## src/rtl/sha256_pkg.sv

```systemverilog
`default_nettype none
// ============================================================================
// Package     : sha256_pkg
// Description : SHA-256 constants, round helper functions and the sweeper's
//               FSM state encoding.
// Revision    : 1.0
// ============================================================================
package sha256_pkg;

    localparam logic [31:0] PAD_WORD = 32'h80000000;
    localparam logic [31:0] LEN_640  = 32'h00000280;

    localparam logic [255:0] SHA256_IV = {
        32'h6a09e667, 32'hbb67ae85, 32'h3c6ef372, 32'ha54ff53a,
        32'h510e527f, 32'h9b05688c, 32'h1f83d9ab, 32'h5be0cd19
    };

    localparam logic [31:0] K_ROM [64] = '{
        32'h428a2f98, 32'h71374491, 32'hb5c0fbcf, 32'he9b5dba5, 32'h3956c25b, 32'h59f111f1, 32'h923f82a4, 32'hab1c5ed5,
        32'hd807aa98, 32'h12835b01, 32'h243185be, 32'h550c7dc3, 32'h72be5d74, 32'h80deb1fe, 32'h9bdc06a7, 32'hc19bf174,
        32'he49b69c1, 32'hefbe4786, 32'h0fc19dc6, 32'h240ca1cc, 32'h2de92c6f, 32'h4a7484aa, 32'h5cb0a9dc, 32'h76f988da,
        32'h983e5152, 32'ha831c66d, 32'hb00327c8, 32'hbf597fc7, 32'hc6e00bf3, 32'hd5a79147, 32'h06ca6351, 32'h14292967,
        32'h27b70a85, 32'h2e1b2138, 32'h4d2c6dfc, 32'h53380d13, 32'h650a7354, 32'h766a0abb, 32'h81c2c92e, 32'h92722c85,
        32'ha2bfe8a1, 32'ha81a664b, 32'hc24b8b70, 32'hc76c51a3, 32'hd192e819, 32'hd6990624, 32'hf40e3585, 32'h106aa070,
        32'h19a4c116, 32'h1e376c08, 32'h2748774c, 32'h34b0bcb5, 32'h391c0cb3, 32'h4ed8aa4a, 32'h5b9cca4f, 32'h682e6ff3,
        32'h748f82ee, 32'h78a5636f, 32'h84c87814, 32'h8cc70208, 32'h90befffa, 32'ha4506ceb, 32'hbef9a3f7, 32'hc67178f2
    };

    typedef enum logic [1:0] {
        S_IDLE  = 2'd0,
        S_LOAD  = 2'd1,
        S_ROUND = 2'd2,
        S_FINAL = 2'd3
    } state_t;

    function automatic logic [31:0] k_rom(input logic [5:0] t);
        return K_ROM[t];
    endfunction

    function automatic logic [31:0] rotr(input logic [31:0] x, input int unsigned n);
        return (x >> n) | (x << (32 - n));
    endfunction

    function automatic logic [31:0] big_sigma0(input logic [31:0] x);
        return rotr(x, 2) ^ rotr(x, 13) ^ rotr(x, 22);
    endfunction

    function automatic logic [31:0] big_sigma1(input logic [31:0] x);
        return rotr(x, 6) ^ rotr(x, 11) ^ rotr(x, 25);
    endfunction

    function automatic logic [31:0] small_sigma0(input logic [31:0] x);
        return rotr(x, 7) ^ rotr(x, 18) ^ (x >> 3);
    endfunction

    function automatic logic [31:0] small_sigma1(input logic [31:0] x);
        return rotr(x, 17) ^ rotr(x, 19) ^ (x >> 10);
    endfunction

    function automatic logic [31:0] ch(input logic [31:0] e, input logic [31:0] f, input logic [31:0] g);
        return (e & f) ^ (~e & g);
    endfunction

    function automatic logic [31:0] maj(input logic [31:0] a, input logic [31:0] b, input logic [31:0] c);
        return (a & b) ^ (a & c) ^ (b & c);
    endfunction

endpackage
`default_nettype wire

```

## src/rtl/sha256_round.sv

```systemverilog
`default_nettype none
// ============================================================================
// Module      : sha256_round
// Description : One combinational SHA-256 compression round; state packed
//               as {a,b,c,d,e,f,g,h} with a in the top word.
// Revision    : 1.0
// ============================================================================
module sha256_round
    import sha256_pkg::*;
(
    input  logic [255:0] i_state,
    input  logic [31:0]  i_k,
    input  logic [31:0]  i_w,
    output logic [255:0] o_state
);

    logic [31:0] w_a, w_b, w_c, w_d, w_e, w_f, w_g, w_h;
    logic [31:0] w_t1, w_t2;

    assign {w_a, w_b, w_c, w_d, w_e, w_f, w_g, w_h} = i_state;

    assign w_t1 = w_h + big_sigma1(w_e) + ch(w_e, w_f, w_g) + i_k + i_w;
    assign w_t2 = big_sigma0(w_a) + maj(w_a, w_b, w_c);

    assign o_state = {w_t1 + w_t2, w_a, w_b, w_c, w_d + w_t1, w_e, w_f, w_g};

endmodule
`default_nettype wire

```

## src/rtl/nonce_sweeper.sv

```systemverilog
`default_nettype none
// ============================================================================
// Module      : nonce_sweeper
// Description : Iterative SHA-256 second-chunk compressor sweeping a nonce
//               range until a digest with DIFF_BITS leading zeros appears.
// Revision    : 1.0
// ============================================================================
module nonce_sweeper
    import sha256_pkg::*;
#(
    parameter int unsigned DIFF_BITS = 16
) (
    input  logic         clk,
    input  logic         reset,
    input  logic         start,
    input  logic [255:0] h_prev,
    input  logic [95:0]  m_tail,
    input  logic [31:0]  nonce_start,
    input  logic [31:0]  nonce_end,
    input  logic         abort,
    output logic         busy,
    output logic         done,
    output logic         found,
    output logic [31:0]  found_nonce,
    output logic [255:0] digest,
    output logic [31:0]  nonce_cur
);

    // Zero bits of the mask are don't-care; DIFF_BITS=0 yields an all-zero mask.
    localparam logic [255:0] c_hit_mask = ~({256{1'b1}} >> DIFF_BITS);

    state_t       r_state, w_state_nxt;
    logic [255:0] r_hprev, r_work, w_work_nxt, w_digest;
    logic [95:0]  r_tail;
    logic [31:0]  r_nend, r_ncur;
    logic [31:0]  r_w [16];
    logic [31:0]  w_w_new, w_k;
    logic [5:0]   r_t;
    logic         w_hit, w_last;
    logic         r_busy, r_done, r_found;
    logic [31:0]  r_found_nonce;
    logic [255:0] r_digest;

    assign w_k     = k_rom(r_t);
    assign w_w_new = small_sigma1(r_w[14]) + r_w[9] + small_sigma0(r_w[1]) + r_w[0];
    assign w_hit   = ((w_digest & c_hit_mask) == '0);
    assign w_last  = (r_ncur == r_nend);

    sha256_round u_round (
        .i_state (r_work),
        .i_k     (w_k),
        .i_w     (r_w[0]),
        .o_state (w_work_nxt)
    );

    for (genvar gi = 0; gi < 8; gi++) begin : g_digest
        assign w_digest[gi*32 +: 32] = r_hprev[gi*32 +: 32] + r_work[gi*32 +: 32];
    end

    always_ff @(posedge clk) begin
        if (reset) r_state <= S_IDLE;
        else       r_state <= w_state_nxt;
    end

    always_comb begin
        w_state_nxt = r_state;
        case (r_state)
            S_IDLE:  if (start) w_state_nxt = S_LOAD;
            S_LOAD:  w_state_nxt = S_ROUND;
            S_ROUND: if (r_t == 6'd63) w_state_nxt = S_FINAL;
            S_FINAL: w_state_nxt = (w_hit || w_last) ? S_IDLE : S_LOAD;
            default: w_state_nxt = S_IDLE;
        endcase
        // abort dominates everything, including a simultaneous start in IDLE
        if (abort) w_state_nxt = S_IDLE;
    end

    always_ff @(posedge clk) begin
        if (reset) begin
            r_hprev       <= '0;
            r_tail        <= '0;
            r_nend        <= '0;
            r_ncur        <= '0;
            r_work        <= '0;
            r_t           <= '0;
            r_busy        <= 1'b0;
            r_done        <= 1'b0;
            r_found       <= 1'b0;
            r_found_nonce <= '0;
            r_digest      <= '0;
            for (int i = 0; i < 16; i++) r_w[i] <= '0;
        end else begin
            r_done <= 1'b0;
            if (abort) begin
                r_busy <= 1'b0;
            end else begin
                case (r_state)
                    S_IDLE: if (start) begin
                        r_hprev <= h_prev;
                        r_tail  <= m_tail;
                        r_nend  <= nonce_end;
                        r_ncur  <= nonce_start;
                        r_found <= 1'b0;
                        r_busy  <= 1'b1;
                    end
                    S_LOAD: begin
                        r_work <= r_hprev;
                        r_t    <= '0;
                        r_w[0] <= r_tail[95:64];
                        r_w[1] <= r_tail[63:32];
                        r_w[2] <= r_tail[31:0];
                        r_w[3] <= r_ncur;
                        r_w[4] <= PAD_WORD;
                        for (int i = 5; i < 15; i++) r_w[i] <= '0;
                        r_w[15] <= LEN_640;
                    end
                    S_ROUND: begin
                        r_work <= w_work_nxt;
                        r_t    <= r_t + 6'd1;
                        for (int i = 0; i < 15; i++) r_w[i] <= r_w[i+1];
                        r_w[15] <= w_w_new;
                    end
                    S_FINAL: begin
                        r_digest <= w_digest;
                        if (w_hit) begin
                            r_found       <= 1'b1;
                            r_found_nonce <= r_ncur;
                            r_done        <= 1'b1;
                            r_busy        <= 1'b0;
                        end else if (w_last) begin
                            r_done <= 1'b1;
                            r_busy <= 1'b0;
                        end else begin
                            r_ncur <= r_ncur + 32'd1;
                        end
                    end
                    default: r_busy <= 1'b0;
                endcase
            end
        end
    end

    assign busy        = r_busy;
    assign done        = r_done;
    assign found       = r_found;
    assign found_nonce = r_found_nonce;
    assign digest      = r_digest;
    assign nonce_cur   = r_ncur;

endmodule
`default_nettype wire

```

## config.mk

```make
export PLATFORM = sky130hd
export DESIGN_NAME = nonce_sweeper
export DESIGN_NICKNAME = d
export VERILOG_FILES = /design/src/rtl/sha256_pkg.sv /design/src/rtl/sha256_round.sv /design/src/rtl/nonce_sweeper.sv
export SDC_FILE = /design/constraint.sdc
export NUM_CORES = 2
export LEC_CHECK = 0
export CORE_AREA = 2 2 379 381
export CTS_CLUSTER_SIZE = 30
export DETAILED_ROUTE_END_ITERATION = 6
export DIE_AREA = 0 0 381 383
export GPL_ROUTABILITY_DRIVEN = 0
export PLACE_DENSITY = 0.82
export SLEW_MARGIN = 20
export SYNTH_ARGS = -nofsm -noshare
export SYNTH_HDL_FRONTEND = slang
export SYNTH_SLANG_ARGS = --single-unit
```

## constraint.sdc

```tcl
create_clock -name clk -period 47.6 [get_ports clk]
set_clock_uncertainty 0.1 [all_clocks]
set_input_delay 9.52 -clock clk [delete_from_list [all_inputs] [get_ports clk]]
set_output_delay 9.52 -clock clk [all_outputs]
set_load 0.02 [all_outputs]
```

# Word-level counts from Yosys, hierarchy flattened
# Memory sizes are Yosys's and may differ from the RTL's.
# Index checks and enable logic that the tools add are counted.
[word_totals] romBits=2048 out_inout_bits=323 elab_cells=186 n_memories=2 mem_bits_rw=512 regBits=971
[memory_table] memory="(no name shown)" words=64 width=32 read_ports=1 rd_clocked_by_memory_dff=0 wr=0 line="sha256_pkg.sv:37" rtl="return K_ROM[t];"
[memory_table] memory="r_w" words=16 width=32 read_ports=16 rd_clocked_by_memory_dff=0 wr=16 line="nonce_sweeper.sv:36" rtl="logic [31:0] r_w [16];"
[op_classes] n_lt_le_gt_ge=1 mux=63 bitwise_logic=62 n_eq_ne=11 reduce_logical=15 add_sub_neg=20
[ops] operator="two-way mux 32 bit" n=37
[ops] operator="adder 32 bit" n=18
[ops] operator="one-hot mux 256 bit (2 select lines)" n=1
[ops] operator="XOR 32 bit" n=9
[ops] operator="zero test 256 bit" n=1
[ops] operator="bitwise AND 32 bit" n=5
[ops] operator="one-hot mux 32 bit (2 select lines)" n=1
[ops] operator="adder 32 x 1 -> 32 bit, second input constant" n=1
[ops] operator="== test 32 bit" n=1
[ops] operator="NOT 32 bit" n=1
[ops] operator="OR 1 bit" n=32
[ops] operator="OR 10 x 32 -> 32 bit" n=1
[ops] operator="OR 13 x 32 -> 32 bit" n=1
[ops] operator="OR 14 x 32 -> 32 bit" n=1
[ops] operator="OR 15 x 32 -> 32 bit" n=1
[ops] operator="OR 19 x 32 -> 32 bit" n=1
[ops] operator="OR 21 x 32 -> 32 bit" n=1
[ops] operator="OR 25 x 32 -> 32 bit" n=1
[ops] operator="OR 26 x 32 -> 32 bit" n=1
[ops] operator="OR 30 x 32 -> 32 bit" n=1
[ops] operator="OR 7 x 32 -> 32 bit" n=1
[ops] operator="XOR 32 x 22 -> 32 bit" n=1
[ops] operator="XOR 32 x 29 -> 32 bit" n=1
[ops] operator="two-way mux 1 bit" n=18
[ops] operator="other kinds (22)" n=35

# Depth between registers and ports, before layout
[depth] word_depth=9 ltp_mapped=39 mapped_depth_nobuf=37

# Modules after synthesis
# Synthesis repeated with hierarchy kept, for this count alone.
[hier_totals] cells_unflattened=9465 area_unflattened_um2=85588.3
[modules_own_cells] module="nonce_sweeper" cells_each=8192 n_inst=1 area_each_um2=74741.7 seq_area_each_um2=34813.4
[modules_own_cells] module="sha256_round" cells_each=1273 n_inst=1 area_each_um2=10846.7 seq_area_each_um2=0.0

# Worst setup path before layout
# No wires, ideal clock.
[synth_path] path_kind="input to register" start="input port abort" end="memory r_w[3][4], in the netlist r_w[0][100] (enable)" n_path_buf=1 required_time_ns=46.382 setup_slack_ns=21.048 stages=2 arrival_ns=25.334 cell_sequence="clkbuf_1 > o21ai_0"
[synth_rtl] element="from (decl)" line="nonce_sweeper.sv:20" rtl="input logic abort,"
[synth_rtl] element="to (decl)" line="nonce_sweeper.sv:36"

# Final worst setup path
[layout_path] start="input port reset" end="register r_t[2]"
[layout_rtl] element="from (decl)" line="nonce_sweeper.sv:14" rtl="input logic reset,"
[layout_rtl] element="to (signal assigned)" line="nonce_sweeper.sv:119" rtl="r_t <= r_t + 6'd1;"
[layout_rtl] element="to (decl)" line="nonce_sweeper.sv:38" rtl="logic [5:0] r_t;"
# No word-level cell between the ends.

==> out/metrics.yaml <==
synthesis.nets: 10500
clock-sinks: 1483
fp.dieArea_sq_mm: 0.146
avgRoutedWirePerCell_um: 24.8
ys_seq_elements: 1483
drt-total-wl_um: 295000
yosys.cell_types.count: 95
die_x_um: 381
synth_xor_xnor_area_share: 0.0602
synth.top_cells.by_count: "nand2_1 (1499), a21oi_1 (1044), dfxtp_1 (971), nor2_1 (566), clkbuf_1 (551)"
synth_top_area_cell: "dfxtp_1"
start_kind: "input pin"
cts_tree: "yes"
io-pin-count: 743
async_flop_share: 0
synthTopCellsByArea: "dfxtp_1 (23%), edfxtp_1 (18%), nand2_1 (6.6%)"
final_layout_size_suffix_gt1_frac: 0.0443
grt_antenna_before_repair: 21
rsz0062_at_grt: "false"
synthFlopType: "dfxtp_1"
ys_seq_area_frac: 0.411
vias: 75500
hp-class: "flip-flop to flip-flop"
final_util: 0.691
yosysMostFrequentCell: "nand2_1"
routed.top_layer: "met5"
hpwl_um: 215000
synthAdderAreaFrac: 0.106
via_per_inst: 6.36
synth-compound-area-share: 0.182
hold_viol: 0
die_height_um: 383
initial_core_util: 0.595
core_area_sq_mm: 0.142
syn_area_sq_mm: 0.0847
syn_to_final_growth_pct: 16.1
fmax_ghz: 0.0755
wl_met2_um: 127000
cts_max_level: 4
synth-simple-area-share: 0.160
post_cts_buffers: 0
crit_required_ns: 48.10
fin_nets: 10800
drt-met1-wl_um: 106000
leakage_nw: 38.4
peakVddDrop_uv: 34.1
antenna_left: 0
dr_wl_met3_um: 36700
drc: 14
muxShareOfSynthArea: 0.0340
synth_top_family_by_area: "compound AO/OA/AOI/OAI gates"
synth_warnings: 0
drt_first_iter_violations: 10200
synth_area_per_cell_sq_um: 8.97
cts_hold_buffers: 0
first_global_vias: 70700
critPathMaxFanout: 111
cts_buffers: 155
fin_setup_tns_ns: 0
synthCells: 9438
finalCritPeriodShare: 0.278
root_buffer: "clkbuf_16"
synth_edf_count: 512
clk_latency_ns: 0.83
status: "finished with violations"
grt_overflow: 0
fp-row-count: 139
grt_max_degree: 259
yosys.area.top_type_share: 0.230
power.density_mw_per_mm2: 39.6
critPathArrivalTime_ns: 13.74
cts-resized-gates: 0
drv_slew: 0
cap_viol_max_count: 0
final-setup-viol-count: 0
fillerInstances: 10800
io_buffer_count: 742
firstDrtPassIters: 7
worst_slew_pin_slew_ns: 1.16
timing.slew.headroom: 0.229
path_class: "input pin to flip-flop"
cts_buffer_depth: 3
post-route-min-period_ns: 13.24
clk_pin_slew_ns: 0.06
grtUsageTotal: 0.388
worstSetupEndpointType: "flip-flop"
violations: "DRC"
grt_pass1_wl_um: 432000
-- state kept, by name, indices dropped and copies added (netlist names) --
| name | cells |
|---|---|
| nonce_cur | 32 |
| done | 1 |
| busy | 1 |
| r_work | 256 |
| r_tail | 96 |
| r_w | 512 |
| found | 1 |
| digest | 256 |
| found_nonce | 32 |
| r_state | 2 |
| r_nend | 32 |
| r_hprev | 256 |
| r_t | 6 |
-- power breakdown --
| part | total, W | internal [W] | switching, W |
|---|---|---|---|
| logic | 0.00120 | 0.000455 | 0.000742 |
| registers | 0.00145 | 0.00137 | 0.0000833 |
| clock network | 0.00124 | 0.000702 | 0.000540 |
-- through the flow --
stage	cells	area (sq um)	hold slack, ns	worst slack (ns)	total power, W
after global placement	11600	92900	0.338	33.83	0.00257
after CTS	11800	98200	0.353	34.58	0.00384
after global routing	11900	98300	0.367	34.19	0.00403
after floorplan	9438	84700	0.336	21.05	0.00225
after detailed placement	11600	92900	0.345	33.75	0.00261
final	11900	98300	0.352	34.36	0.00389
-- final cells by class --
type                            count  area (sq um)  area share
Antenna cell                       12          30.0    0.000306
Clock buffer                      222          4480      0.0456
Sequential cell                  1483         34800       0.354
Clock inverter                     68           747     0.00760
Inverter                          415          1560      0.0159
Tap cell                         1903          2380      0.0242
Multi-Input combinational cell   6931         46100       0.469
Timing Repair Buffer              827          8180      0.0832
-- routing by layer --
| metal | vias to the layer above | global-route usage |
|---|---|---|
| li1 | 33600 | - |
| met1 | 35600 | 0.478 |
| met2 | 4958 | 0.585 |
| met3 | 1300 | 0.115 |
| met4 | 6 | 0.272 |
| met5 | - | 0 |
-- final timing paths --
| kind | startpoint | end | slack [ns] | cells after the start |
|---|---|---|---|---|
| min reg2reg | digest[123]$_SDFFE_PP0P_ | digest[123]$_SDFFE_PP0P_ | 0.35 | 2 |
| max | reset | r_t[2]$_SDFFE_PP0P_ | 34.36 | 6 |
| min | digest[123]$_SDFFE_PP0P_ | digest[123]$_SDFFE_PP0P_ | 0.35 | 2 |
| max reg2reg | r_t[1]$_SDFFE_PP0P_ | r_work[247]$_SDFFE_PP0P_ | 37.40 | 36 |
-- critical path, stage by stage --
cell and delay (ns):
buf_8 0.53, buf_4 0.58, buf_4 0.86, buf_4 0.93
buf_4 0.95, a21oi_1 0.12
-- layout by cell type (no fill, tap or decap), types with 173 or more instances in the layout --
| master | netlist | layout |
|---|---|---|
| xor2_1 | 173 | 173 |
| xnor2_1 | 409 | 409 |
| ha_1 | 400 | 399 |
| clkdlybuf4s50_1 | 0 | 741 |
| mux2i_1 | 240 | 240 |
| fa_1 | 197 | 197 |
| a211oi_1 | 299 | 299 |
| edfxtp_1 | 512 | 512 |
| dfxtp_1 | 971 | 968 |
| and2_1 | 383 | 383 |
| inv_1 | 412 | 413 |
| nand2_1 | 1499 | 1499 |
| a21o_1 | 212 | 212 |
| nor2_1 | 566 | 563 |
| o21ai_0 | 312 | 309 |
| a21oi_1 | 1044 | 1044 |
-- cell families (layout without fill, tap and decap cells) --
family                     after synthesis  after routing
xor gates and xnor gates               582            582
DFF                                   1483           1483
muxes                                  277            277
buffers and inverters                 1024           1532
and+or+nand+nor                       3022           3022
adders and majority gates              600            600
AOI/OAI and AO/OA                     2450           2450
other                                    0             12
Note: power is estimated with default switching activity, not from simulation.
